**config.mk**
```make
export PLATFORM = sky130hd
export DESIGN_NAME = quad_decoder
export DESIGN_NICKNAME = d
export VERILOG_FILES = /design/src/rtl/qdec_pkg.sv /design/src/rtl/qdec_sync_filter.sv /design/src/rtl/quad_decoder.sv
export SDC_FILE = /design/constraint.sdc
export NUM_CORES = 1
export LEC_CHECK = 0
export BUFFER_PORTS_ARGS = -buffer_cell sky130_fd_sc_hd__buf_2
export CAP_MARGIN = 0
export CORE_ASPECT_RATIO = 0.6
export CORE_MARGIN = 3
export CORE_UTILIZATION = 30
export DETAILED_ROUTE_END_ITERATION = 8
export PLACE_DENSITY = 0.58
export SLEW_MARGIN = 15
export SYNTH_ARGS = -nofsm -noshare
export SYNTH_HDL_FRONTEND = slang
export SYNTH_HIERARCHICAL = 1
export SYNTH_SLANG_ARGS = --single-unit
```
**constraint.sdc**
```tcl
create_clock -name clk -period 3.7 [get_ports clk]
set_clock_uncertainty 0.05 [all_clocks]
set_input_delay 0.185 -clock clk [delete_from_list [all_inputs] [get_ports clk]]
set_output_delay 0.185 -clock clk [all_outputs]
set_load 0.01 [all_outputs]
```
**src/rtl/qdec_pkg.sv**
```systemverilog
// Shared definitions for the quadrature decoder.
//   - {a,b} state encodings S00/S10/S11/S01 (A leads B when counting up)
//   - direction constants DIR_UP / DIR_DN
//   - qdec_decode(): classifies a prev->curr state pair as {valid, up, illegal}
package qdec_pkg;

  localparam logic [1:0] S00 = 2'b00;
  localparam logic [1:0] S10 = 2'b10;
  localparam logic [1:0] S11 = 2'b11;
  localparam logic [1:0] S01 = 2'b01;

  localparam logic DIR_UP = 1'b1;
  localparam logic DIR_DN = 1'b0;

  typedef struct packed {
    logic valid;    // single-bit change: one step
    logic up;       // step direction, meaningful only when valid
    logic illegal;  // both bits changed
  } dec_t;

  function automatic dec_t qdec_decode(input logic [1:0] prev, input logic [1:0] curr);
    dec_t       d;
    logic [1:0] nxt_up;
    d = '0;
    case (prev)
      S00:     nxt_up = S10;
      S10:     nxt_up = S11;
      S11:     nxt_up = S01;
      default: nxt_up = S00;
    endcase
    if (prev != curr) begin
      if ((prev ^ curr) == 2'b11) begin
        d.illegal = 1'b1;
      end else begin
        d.valid = 1'b1;
        d.up    = (curr == nxt_up);
      end
    end
    return d;
  endfunction

endpackage

```
**src/rtl/qdec_sync_filter.sv**
```systemverilog
// One-bit 2-flop synchroniser followed by a stability filter.
// Ports:
//   clk  - system clock
//   rst  - asynchronous active-low reset
//   i_d  - asynchronous input
//   o_q  - filtered output; follows the synchronised value once it has
//          differed from o_q for FILT_LEN consecutive cycles
module qdec_sync_filter #(
  parameter int FILT_LEN = 3
) (
  input  logic clk,
  input  logic rst,
  input  logic i_d,
  output logic o_q
);
  localparam int CW = $clog2(FILT_LEN + 1);

  logic          r_s1, r_s2, r_q;
  logic [CW-1:0] r_cnt;

  // Input is a single bit, so "differs from r_q" means "holds the one other
  // value"; any return to r_q restarts the count, dropping short pulses.
  always_ff @(posedge clk or negedge rst) begin
    if (!rst) begin
      r_s1  <= 1'b0;
      r_s2  <= 1'b0;
      r_q   <= 1'b0;
      r_cnt <= '0;
    end else begin
      r_s1 <= i_d;
      r_s2 <= r_s1;
      if (r_s2 == r_q) begin
        r_cnt <= '0;
      end else if (r_cnt == CW'(FILT_LEN - 1)) begin
        r_q   <= r_s2;
        r_cnt <= '0;
      end else begin
        r_cnt <= r_cnt + 1'b1;
      end
    end
  end

  assign o_q = r_q;

endmodule

```
**src/rtl/quad_decoder.sv**
```systemverilog
// Quadrature decoder: synchronises and filters A/B/Z, decodes the filtered
// A/B state against the previous state and keeps a modulo-2^N position.
// Ports:
//   clk, rst        - clock, asynchronous active-low reset
//   qa, qb, qz      - encoder phases and index (asynchronous)
//   en              - count enable
//   clr             - synchronous clear of pos
//   err_clr         - synchronous clear of err
//   pos             - position count
//   dir             - direction of last counted step (1 = up)
//   step            - one-cycle pulse per counted step
//   err             - sticky illegal-transition flag
module quad_decoder
  import qdec_pkg::*;
#(
  parameter int N        = 16,
  parameter int FILT_LEN = 3,
  parameter bit IDX_CLR  = 1'b1
) (
  input  logic         clk,
  input  logic         rst,
  input  logic         qa,
  input  logic         qb,
  input  logic         qz,
  input  logic         en,
  input  logic         clr,
  input  logic         err_clr,
  output logic [N-1:0] pos,
  output logic         dir,
  output logic         step,
  output logic         err
);
  // Cycles from reset release until a level present at release has made it
  // through the synchroniser and the filter.
  localparam int SETTLE = 2 + FILT_LEN;
  localparam int SW     = $clog2(SETTLE + 1);

  logic          w_a, w_b, w_z, w_zrise;
  logic [1:0]    w_ab;
  dec_t          w_dec;

  logic [1:0]    r_prev;
  logic          r_zprev;
  logic          r_primed;
  logic [SW-1:0] r_settle;
  logic [N-1:0]  r_pos;
  logic          r_dir, r_step, r_err;

  qdec_sync_filter #(.FILT_LEN(FILT_LEN)) u_fa (.clk(clk), .rst(rst), .i_d(qa), .o_q(w_a));
  qdec_sync_filter #(.FILT_LEN(FILT_LEN)) u_fb (.clk(clk), .rst(rst), .i_d(qb), .o_q(w_b));
  qdec_sync_filter #(.FILT_LEN(FILT_LEN)) u_fz (.clk(clk), .rst(rst), .i_d(qz), .o_q(w_z));

  assign w_ab    = {w_a, w_b};
  assign w_dec   = qdec_decode(r_prev, w_ab);
  assign w_zrise = IDX_CLR && r_primed && w_z && !r_zprev;

  always_ff @(posedge clk or negedge rst) begin
    if (!rst) begin
      r_prev   <= S00;
      r_zprev  <= 1'b0;
      r_primed <= 1'b0;
      r_settle <= '0;
      r_pos    <= '0;
      r_dir    <= DIR_DN;
      r_step   <= 1'b0;
      r_err    <= 1'b0;
    end else begin
      r_step <= 1'b0;
      if (!r_primed) begin
        // Wait for the filters to settle, then adopt their state as the
        // reference without decoding, so a resting 11 is not an error.
        if (r_settle == SW'(SETTLE)) begin
          r_prev   <= w_ab;
          r_zprev  <= w_z;
          r_primed <= 1'b1;
        end else begin
          r_settle <= r_settle + 1'b1;
        end
        if (clr)     r_pos <= '0;
        if (err_clr) r_err <= 1'b0;
      end else begin
        r_prev  <= w_ab;
        r_zprev <= w_z;
        // A new illegal transition beats a same-cycle clear.
        if (w_dec.illegal)  r_err <= 1'b1;
        else if (err_clr)   r_err <= 1'b0;
        if (en && w_dec.valid) begin
          r_step <= 1'b1;
          r_dir  <= w_dec.up ? DIR_UP : DIR_DN;
        end
        if (clr || w_zrise)         r_pos <= '0;
        else if (en && w_dec.valid) r_pos <= w_dec.up ? r_pos + 1'b1 : r_pos - 1'b1;
      end
    end
  end

  assign pos  = r_pos;
  assign dir  = r_dir;
  assign step = r_step;
  assign err  = r_err;

endmodule

```
### Word level (Yosys, flattened, before mapping)

Index checks and enable logic that the tools add are counted.

* flip-flop bits (word level): 41
* bits of input ports: 8

* reduce and logical (&&, ||, !) cells: 14
* bitwise logic cells: 6
* add/subtract/negate cells: 6
* equal/unequal tests: 13
* multiplexer cells: 27

Operators by type and width (number)
* two-way mux 16 bit: 5
* two-way mux 2 bit: 9
* adder 16 x 1 -> 16 bit, second input constant: 1
* subtractor 16 x 1 -> 16 bit, second input constant: 1
* == test 2 bit, second input constant: 6
* AND reduction 2 bit: 6
* two-way mux 1 bit: 11
* adder 2 x 1 -> 2 bit, second input constant: 3
* one-hot mux 2 bit (3 select lines): 1
* NOT 1 bit: 5
* nonzero test 2 bit: 2
* adder 3 x 1 -> 3 bit, second input constant: 1
* == test 1 bit: 3
* == test 3 bit, second input constant: 1
* logical AND 1 bit: 3
* two-way mux 3 bit: 1
* inequality test 3 x 1 -> 1 bit, second input constant: 1
* == test 2 bit: 1
* zero test 2 bit: 1
* inequality test 2 bit: 1
* XOR 2 bit: 1
* zero test 1 bit: 1
* logical OR 1 bit: 1

### Logic depth before layout (Yosys ltp)

Gate-level depths: netlist of run 1.

* depth after elaboration: 9
* depth in mapped cells: 13
* gate-level depth less buffers: 12

### Modules after synthesis

The synthesis of run 1 kept the hierarchy.

Modules (own cells, without submodules)
* quad_decoder: instances 1, cells each 192, area each 1774.2 µm²
* qdec_sync_filter: instances 3, cells each 10, area each 175.2 µm²

### Worst setup path after synthesis of run 1

No wires, ideal clock.

* kind: register to register
* start point: register u_fb.r_q (netlist: u_fb/o_q)
* end point: register r_pos[14] (netlist: pos[14])
* stages on the path, launching flop included: 13
* arrival time: 3207 ps
* period minus slack after synthesis: 3390 ps
* path slack: 310 ps
* buffers on the path: 0
* path through: dfrtp_1 xnor2_1 inv_1 ha_1 nor4_2 inv_1 ha_1 a21oi_1 o21ai_1 a221o_1 a221oi_1 xor2_1 o21ai_0

* longest elaborated chain between the ends: 8
* elaborated cells on any way between the ends: 13

Ends and longest elaborated chain
* start: declaration: RTL line qdec_sync_filter.sv:18 `logic r_s1, r_s2, r_q;`
* start signal: assignment: RTL line qdec_sync_filter.sv:35 `r_q <= r_s2;`
* XOR 2 bit: RTL line qdec_pkg.sv:32 `if ((prev ^ curr) == 2'b11) begin`
* == test 2 bit: RTL line qdec_pkg.sv:32
* two-way mux 2 bit: RTL line qdec_pkg.sv:32
* two-way mux 3 bit *: RTL line qdec_pkg.sv:31 `if (prev != curr) begin`
* two-way mux 16 bit (2 in a row): RTL line quad_decoder.sv:92 `else if (en && w_dec.valid) r_pos <= w_dec.up ? r_pos + 1'b1 : r_pos - 1'b1;`
* two-way mux 16 bit: RTL line quad_decoder.sv:91 `if (clr || w_zrise) r_pos <= '0;`
* two-way mux 16 bit: RTL line quad_decoder.sv:69 `if (!r_primed) begin`
* end signal: assignment: RTL line quad_decoder.sv:92
* end: declaration: RTL line quad_decoder.sv:46 `logic [N-1:0] r_pos;`

Every way passes the cells marked *; elsewhere a longest branch is shown, timed or not. The select of a mux whose other input is x is not followed.
A chain may end at the register's enable or synchronous reset.

### Final worst setup path of run 1

Ends and elaborated chain as after synthesis.

==> results of run 1 <==
## worst register-to-register path, stage by stage, from the launching register on
cell	delay, ns
dfrtp_1	0.47
xnor2_2	0.20
inv_1	0.07
ha_1	0.24
nor4_4	0.35
clkinvlp_4	0.16
buf_4	0.18
ha_1	0.37
a21oi_1	0.22
o21ai_1	0.12
a221o_1	0.32
a221oi_2	0.30
xor2_1	0.18
o21ai_0	0.09
## flip-flops by register name (all words and copies together) (netlist names)
name / count
u_fa/r_s1: 1
u_fb/r_s2: 1
u_fz/r_cnt: 2
u_fz/o_q: 1
u_fb/r_cnt: 2
u_fb/r_s1: 1
u_fa/r_cnt: 2
r_prev: 2
err: 1
r_primed: 1
r_zprev: 1
dir: 1
u_fa/o_q: 1
pos: 16
u_fa/r_s2: 1
u_fz/r_s2: 1
u_fz/r_s1: 1
r_settle: 3
step: 1
u_fb/o_q: 1
## layer usage
metal | wire, um | part of all wire | track usage | vias up
li1 | - | - | - | 860
met3 | 311 | 0.063 | 0.0454 | 8
met4 | 61 | 0.012 | 0.0385 | 0
met5 | 0 | 0 | 0 | -
met2 | 1940 | 0.39 | 0.179 | 30
met1 | 2660 | 0.53 | 0.180 | 811
## placed cells by master, fill, tap and decap left out, types with 4 or more instances in the layout
cell type / n
buf_2: 26
a21oi_1: 16
inv_1: 8
nand2_1: 27
nor3_1: 8
xor2_1: 8
clkbuf_16: 5
ha_1: 20
dfrtp_1: 41
o21ai_0: 19
nor2_1: 4
xnor2_1: 13
buf_4: 4
## logic make-up (layout without fill, tap and decap cells)
kind of cell / after synthesis / count (layout) / synth area share
buf+inv: 14 / 50 / 0.0245
flops: 41 / 41 / 0.446
simple gates: 61 / 61 / 0.142
compound gates: 56 / 56 / 0.147
fa+ha+maj: 21 / 21 / 0.118
mux: 7 / 7 / 0.0386
xor+xnor: 22 / 22 / 0.0838
## repair_timing
| action | in CTS | in global routing |
|---|---|---|
| endpoints found under the setup margin | 0 | 6 |
| endpoints found under the hold margin | 3 | 0 |
| setup buffers | 0 | 2 |
| hold buffers | 3 | 0 |
| resized for setup | 0 | 4 |
## layout make-up
cell class	instances	area share
Clock buffer	6	0.0466
Clock inverter	2	0.00542
Inverter	9	0.0136
Multi-Input combinational cell	167	0.448
Sequential cell	41	0.371
Tap cell	104	0.0470
Timing Repair Buffer	33	0.0687
## metrics by stage
stage	instances	setup TNS, ns	area [um^2]
after floorplan	222	0	2300
after global placement	349	0	2550
after detailed placement	349	0	2550
after CTS	360	0	2730
after global routing	362	-0.0156	2770
final	362	0	2770
## synthesized netlist by cell type, types with 4 or more instances
cell,instances
dfrtp_1,41
nand2_1,27
ha_1,20
o21ai_0,19
a21oi_1,16
xnor2_1,14
inv_1,9
nor3_1,8
xor2_1,8
nor2_1,4
## worst max path at each step
stage / slack, ns / endpoint / cells past startpoint
2_1_floorplan: 0.31 / pos[14] / 12
3_3_place_gp: 0.21 / pos[14] / 12
3_5_place_dp: 0.03 / pos[14] / 12
4_1_cts: 0.03 / pos[14] / 12
5_1_grt: -0.01 / pos[15] / 13
6_report: 0.26 / pos[14] / 13
==> flow_summary.json, run 1 <==
{
  "io_buffers": 26,
  "path_buf_inv": 3,
  "slew_headroom": 0.368,
  "drv_slew": 0,
  "crit_type": "flip-flop to flip-flop",
  "synthesis.area_um2": 2300,
  "grt_pass1_vias": 1730,
  "drt-total-wl_um": 4970,
  "seqCellArea_um2": 1030,
  "hpwl_um": 3530,
  "cts_tree": "built",
  "drive_gt1_frac": 0.198,
  "routed_via_density": 4.72,
  "grt_overflow": 0,
  "ios": 27,
  "violations": "hold timing",
  "fin_crit_sh": 0.930,
  "cpPeakStageDelay_ns": 0.47,
  "drt_first_pass_iters": 4,
  "synth_ff_type": "dfrtp_1",
  "core_area_um2": 7360,
  "ant_nets": 0,
  "r2r-end": "pos[14]",
  "routed-via-count": 1709,
  "drcViolationCount": 0,
  "synth-seq-cells": 41,
  "worstRegToRegCells": 13,
  "synth_fp_nets": 251,
  "fillCellCount": 730,
  "clk_latency_ns": 0.29,
  "rrSetupSlack_ns": 0.26,
  "cp_common_cell": "ha_1",
  "cp-startpoint": "u_fb/o_q",
  "die_height_um": 73.8,
  "dp_slack_ns": 0.0270,
  "cts-root-buf": "clkbuf_16",
  "hold_viol_final": 10,
  "post-route-min-period_ns": 3.44,
  "drt_iter0_markers": 70,
  "avgSynthCellArea_um2": 10.4,
  "worstPathArrival_ns": 3.54,
  "ys_warn_count": 6,
  "status": "finished, violations left",
  "h-tree-depth": 2,
  "utilization": 0.376,
  "path_clk_slew_ns": 0.06,
  "fin_hold_ws_ns": -0.00917,
  "rows": 24,
  "finalWorstSetupSlack_ns": 0.261,
  "cts_num_sinks": 41,
  "critPathLaunchType": "flip-flop",
  "grtUsageTotal": 0.127,
  "grt_pass1_wl_um": 8690,
  "grt_max_degree": 42,
  "min-delay-path-class": "input port to async pin",
  "synth_top_area_share": 0.446,
  "antenna_cells": 0,
  "die_x_um": 119,
  "cp_max_fo": 7,
  "multi_input_area_um2": 1240,
  "finalNetCount": 286,
  "clock_path_buffers": 2,
  "yosysSeqAreaShare": 0.446,
  "synth_edf_count": 0,
  "finalSetupViolations": 0,
  "area_delta_synth_final_pct": 20.3,
  "crit_required_ns": 3.80,
  "ys_types": 40,
  "synthArstFlopShare": 1.00,
  "place.gp.congestion": 0.769,
  "synth_cells": 222,
  "numCtsBuffers": 5,
  "max_freq_mhz": 291,
  "synth.area.top_cells": "dfrtp_1 (45%), ha_1 (11%), xnor2_1 (5.3%)",
  "critPathTopFamily": "compound AO/OA/AOI/OAI gates",
  "dieArea_um2": 8790,
  "max-cap-violations": 0,
  "crit_chain": "xnor2_2 -> inv_1 -> ha_1 -> nor4_4 -> clkinvlp_4 -> buf_4 -> ha_1 -> a21oi_1 -> o21ai_1 -> a221o_1 -> a221oi_2 -> xor2_1 -> o21ai_0",
  "initial_core_util": 0.313,
  "reg2reg_from": "u_fb/o_q",
  "endpoint_kind": "flip-flop",
  "worst_slew_pin_slew_ns": 0.948,
  "drt-wirelength-per-cell_um": 13.7,
  "antenna_found_initial": 0,
  "yosys.area.top_type": "dfrtp_1",
  "slowest_stage": "dfrtp_1"
}
Power of run 1 is left out: the tool's default activity adds up to more than one toggle a clock period on the data nets, which glitch-free logic cannot reach.
==> run 2, diff against run 1 <==
--- a/config.mk
+++ b/config.mk
@@ -9,11 +9,10 @@
 export CAP_MARGIN = 0
 export CORE_ASPECT_RATIO = 0.6
 export CORE_MARGIN = 3
-export CORE_UTILIZATION = 30
+export CORE_UTILIZATION = 55
 export DETAILED_ROUTE_END_ITERATION = 8
-export PLACE_DENSITY = 0.58
+export PLACE_DENSITY = 0.87
 export SLEW_MARGIN = 15
 export SYNTH_ARGS = -nofsm -noshare
 export SYNTH_HDL_FRONTEND = slang
-export SYNTH_HIERARCHICAL = 1
 export SYNTH_SLANG_ARGS = --single-unit
==> run 2 against run 1 <==
Effect of this change:
- the flow now finishes without violations
- cell count decreased by 14%
- design area decreased by 2.3%
- non-clock buffer count increased by 4
- via count increased by 3.3%
- area after synthesis increased by 1.4%
- count of clock-buffer cells in the layout increased by 1
- sequential share of layout area increased by 0.86 points
- die area decreased by 42%
- register-to-register slack got worse by 0.06 ns
==> flow_summary.json, run 2 <==
{
  "finalSetupViolations": 0,
  "die_x_um": 90.0,
  "cts-root-buf": "clkbuf_8",
  "drt-wirelength-per-cell_um": 14.9,
  "path_clk_slew_ns": 0.08,
  "core_area_um2": 3870,
  "cp_common_cell": "ha_1",
  "grt_pass1_wl_um": 8250,
  "synth-seq-cells": 41,
  "worstPathArrival_ns": 3.67,
  "numCtsBuffers": 5,
  "avgSynthCellArea_um2": 10.7,
  "cts_tree": "built",
  "final_cell_mix": "dfrtp_1 (41), buf_2 (26), nand2_1 (21)",
  "grt_pass1_vias": 1710,
  "routed-via-count": 1766,
  "routed_via_density": 5.66,
  "endpoint_kind": "flip-flop",
  "drv_slew": 0,
  "place.gp.congestion": 0.881,
  "largest_reg_flops": 16,
  "ios": 27,
  "synth_fp_nets": 247,
  "hold_viol_final": 0,
  "status": "completed",
  "synthesis.area_um2": 2330,
  "fin_crit_sh": 0.947,
  "synthArstFlopShare": 1.00,
  "synth_ff_type": "dfrtp_1",
  "yosys.area.top_type": "dfrtp_1",
  "critPathTopFamily": "simple AND/OR/NAND/NOR gates",
  "antenna_found_initial": 0,
  "drive_gt1_frac": 0.212,
  "ys_top_cells_by_count": "dfrtp_1 (41), nand2_1 (21), ha_1 (20)",
  "rows": 17,
  "drt_iter0_markers": 84,
  "cpPeakStageDelay_ns": 0.63,
  "cts_num_sinks": 41,
  "synth.area.top_cells": "dfrtp_1 (44%), ha_1 (11%), xnor2_1 (5.6%)",
  "max_freq_mhz": 285,
  "critPathLaunchType": "flip-flop",
  "drt_first_pass_iters": 4,
  "finalNetCount": 283,
  "path_buf_inv": 2,
  "grt_overflow": 0,
  "finalWorstSetupSlack_ns": 0.197,
  "mostFrequentLayoutCell": "dfrtp_1",
  "worst_slew_pin_slew_ns": 0.895,
  "synth_top_area_share": 0.440,
  "ys_types": 45,
  "crit_chain": "xnor2_1 -> inv_1 -> ha_1 -> or4_4 -> buf_4 -> ha_1 -> nand3_1 -> nor3_2 -> nor3_4 -> o31ai_1 -> nand2_1 -> o211ai_1",
  "setup_tns_ns": 0,
  "crit_required_ns": 3.86,
  "clk_latency_ns": 0.30,
  "drt-total-wl_um": 4650,
  "yosysSeqAreaShare": 0.440,
  "synth_cells": 218,
  "dieArea_um2": 5080,
  "ant_nets": 0,
  "initial_core_util": 0.602,
  "min-delay-path-class": "input port to flip-flop",
  "h-tree-depth": 2,
  "synth_most_common_cell": "dfrtp_1",
  "grtUsageTotal": 0.205,
  "max-cap-violations": 0,
  "clock_path_buffers": 2,
  "synth_edf_count": 0,
  "grt_max_degree": 42,
  "hpwl_um": 3260,
  "final_cells": 312,
  "slew_headroom": 0.404,
  "dp_slack_ns": 0.0119,
  "crit_type": "flip-flop to flip-flop",
  "die_height_um": 56.4,
  "area_delta_synth_final_pct": 16.0,
  "antenna_cells": 0,
  "post-route-min-period_ns": 3.50,
  "rsz0062_at_grt": "no",
  "fin_hold_ws_ns": 0.0232,
  "io_buffers": 26,
  "cp_max_fo": 15,
  "slowest_stage": "or4_4",
  "ys_warn_count": 0,
  "drcViolationCount": 0,
  "dp.cells": 299
}
==> run 2: cell types whose count changed in the layout (fill, tap and decap cells not counted), sizes merged, moves of 3 or more <==
cell	change
a22o	+11
clkinvlp	-3
o21ai	-10
nor2	-3
a21oi	-3
nand2	-6
a21o	+3
or3	-3
and2	+3
buf	+3
==> run 2: cells by family after synthesis <==
kind of cell / synth area share
mux: 0.0193
xor+xnor: 0.0827
flops: 0.440
buf+inv: 0.0376
fa+ha+maj: 0.116
compound gates: 0.180
simple gates: 0.124
==> run 2: repair_timing <==
item | 4_1_cts | 5_1_grt
buffers inserted | 0 | 1
pin swaps | 0 | 1
hold buffers | 4 | 0
gates resized for setup | 1 | 1
endpoints found under the hold margin | 37 | 0
setup endpoints to repair | 1 | 1
==> run 2: path summary, 6_finish.rpt <==
kind | start | end | slack, ns | cells after the start
setup / recovery | r_prev[0] | pos[15] | 0.20 | 12
hold / removal | err_clr | err | 0.02 | 2
setup reg to reg | r_prev[0] | pos[15] | 0.20 | 12
hold reg to reg | u_fz.r_s1 | u_fz.r_s2 | 0.30 | 0
max in group asynchronous | rst | u_fz.r_s1 | 2.53 | 2
min in group asynchronous | rst | err | 0.51 | 2
==> run 2: per-layer routing <==
| layer | vias to the layer above | wire length (um) | global-route usage |
|---|---|---|---|
| met5 | - | 0 | 0 |
| met2 | 50 | 1950 | 0.304 |
| li1 | 856 | - | - |
| met1 | 850 | 2350 | 0.296 |
| met4 | 0 | 66 | 0.0654 |
| met3 | 10 | 276 | 0.0495 |
==> run 2: final cells by class <==
cell class / count / area (um^2)
clock buffer: 7 / 86.3
sequential: 41 / 1030
multi-input combinational: 159 / 1230
timing repair buffer: 37 / 223
fill: 299 / 1170
clock inverter: 1 / 30.0
inverter: 10 / 37.5
tap: 57 / 71.3
==> run 2: per-stage QoR <==
stage	area, um^2	util
after global placement	2530	0.654
after CTS	2690	0.696
after floorplan	2330	-
after detailed placement	2530	0.654
after global routing	2710	0.699
final	2710	0.699
Power of run 2 is left out for the same reason.
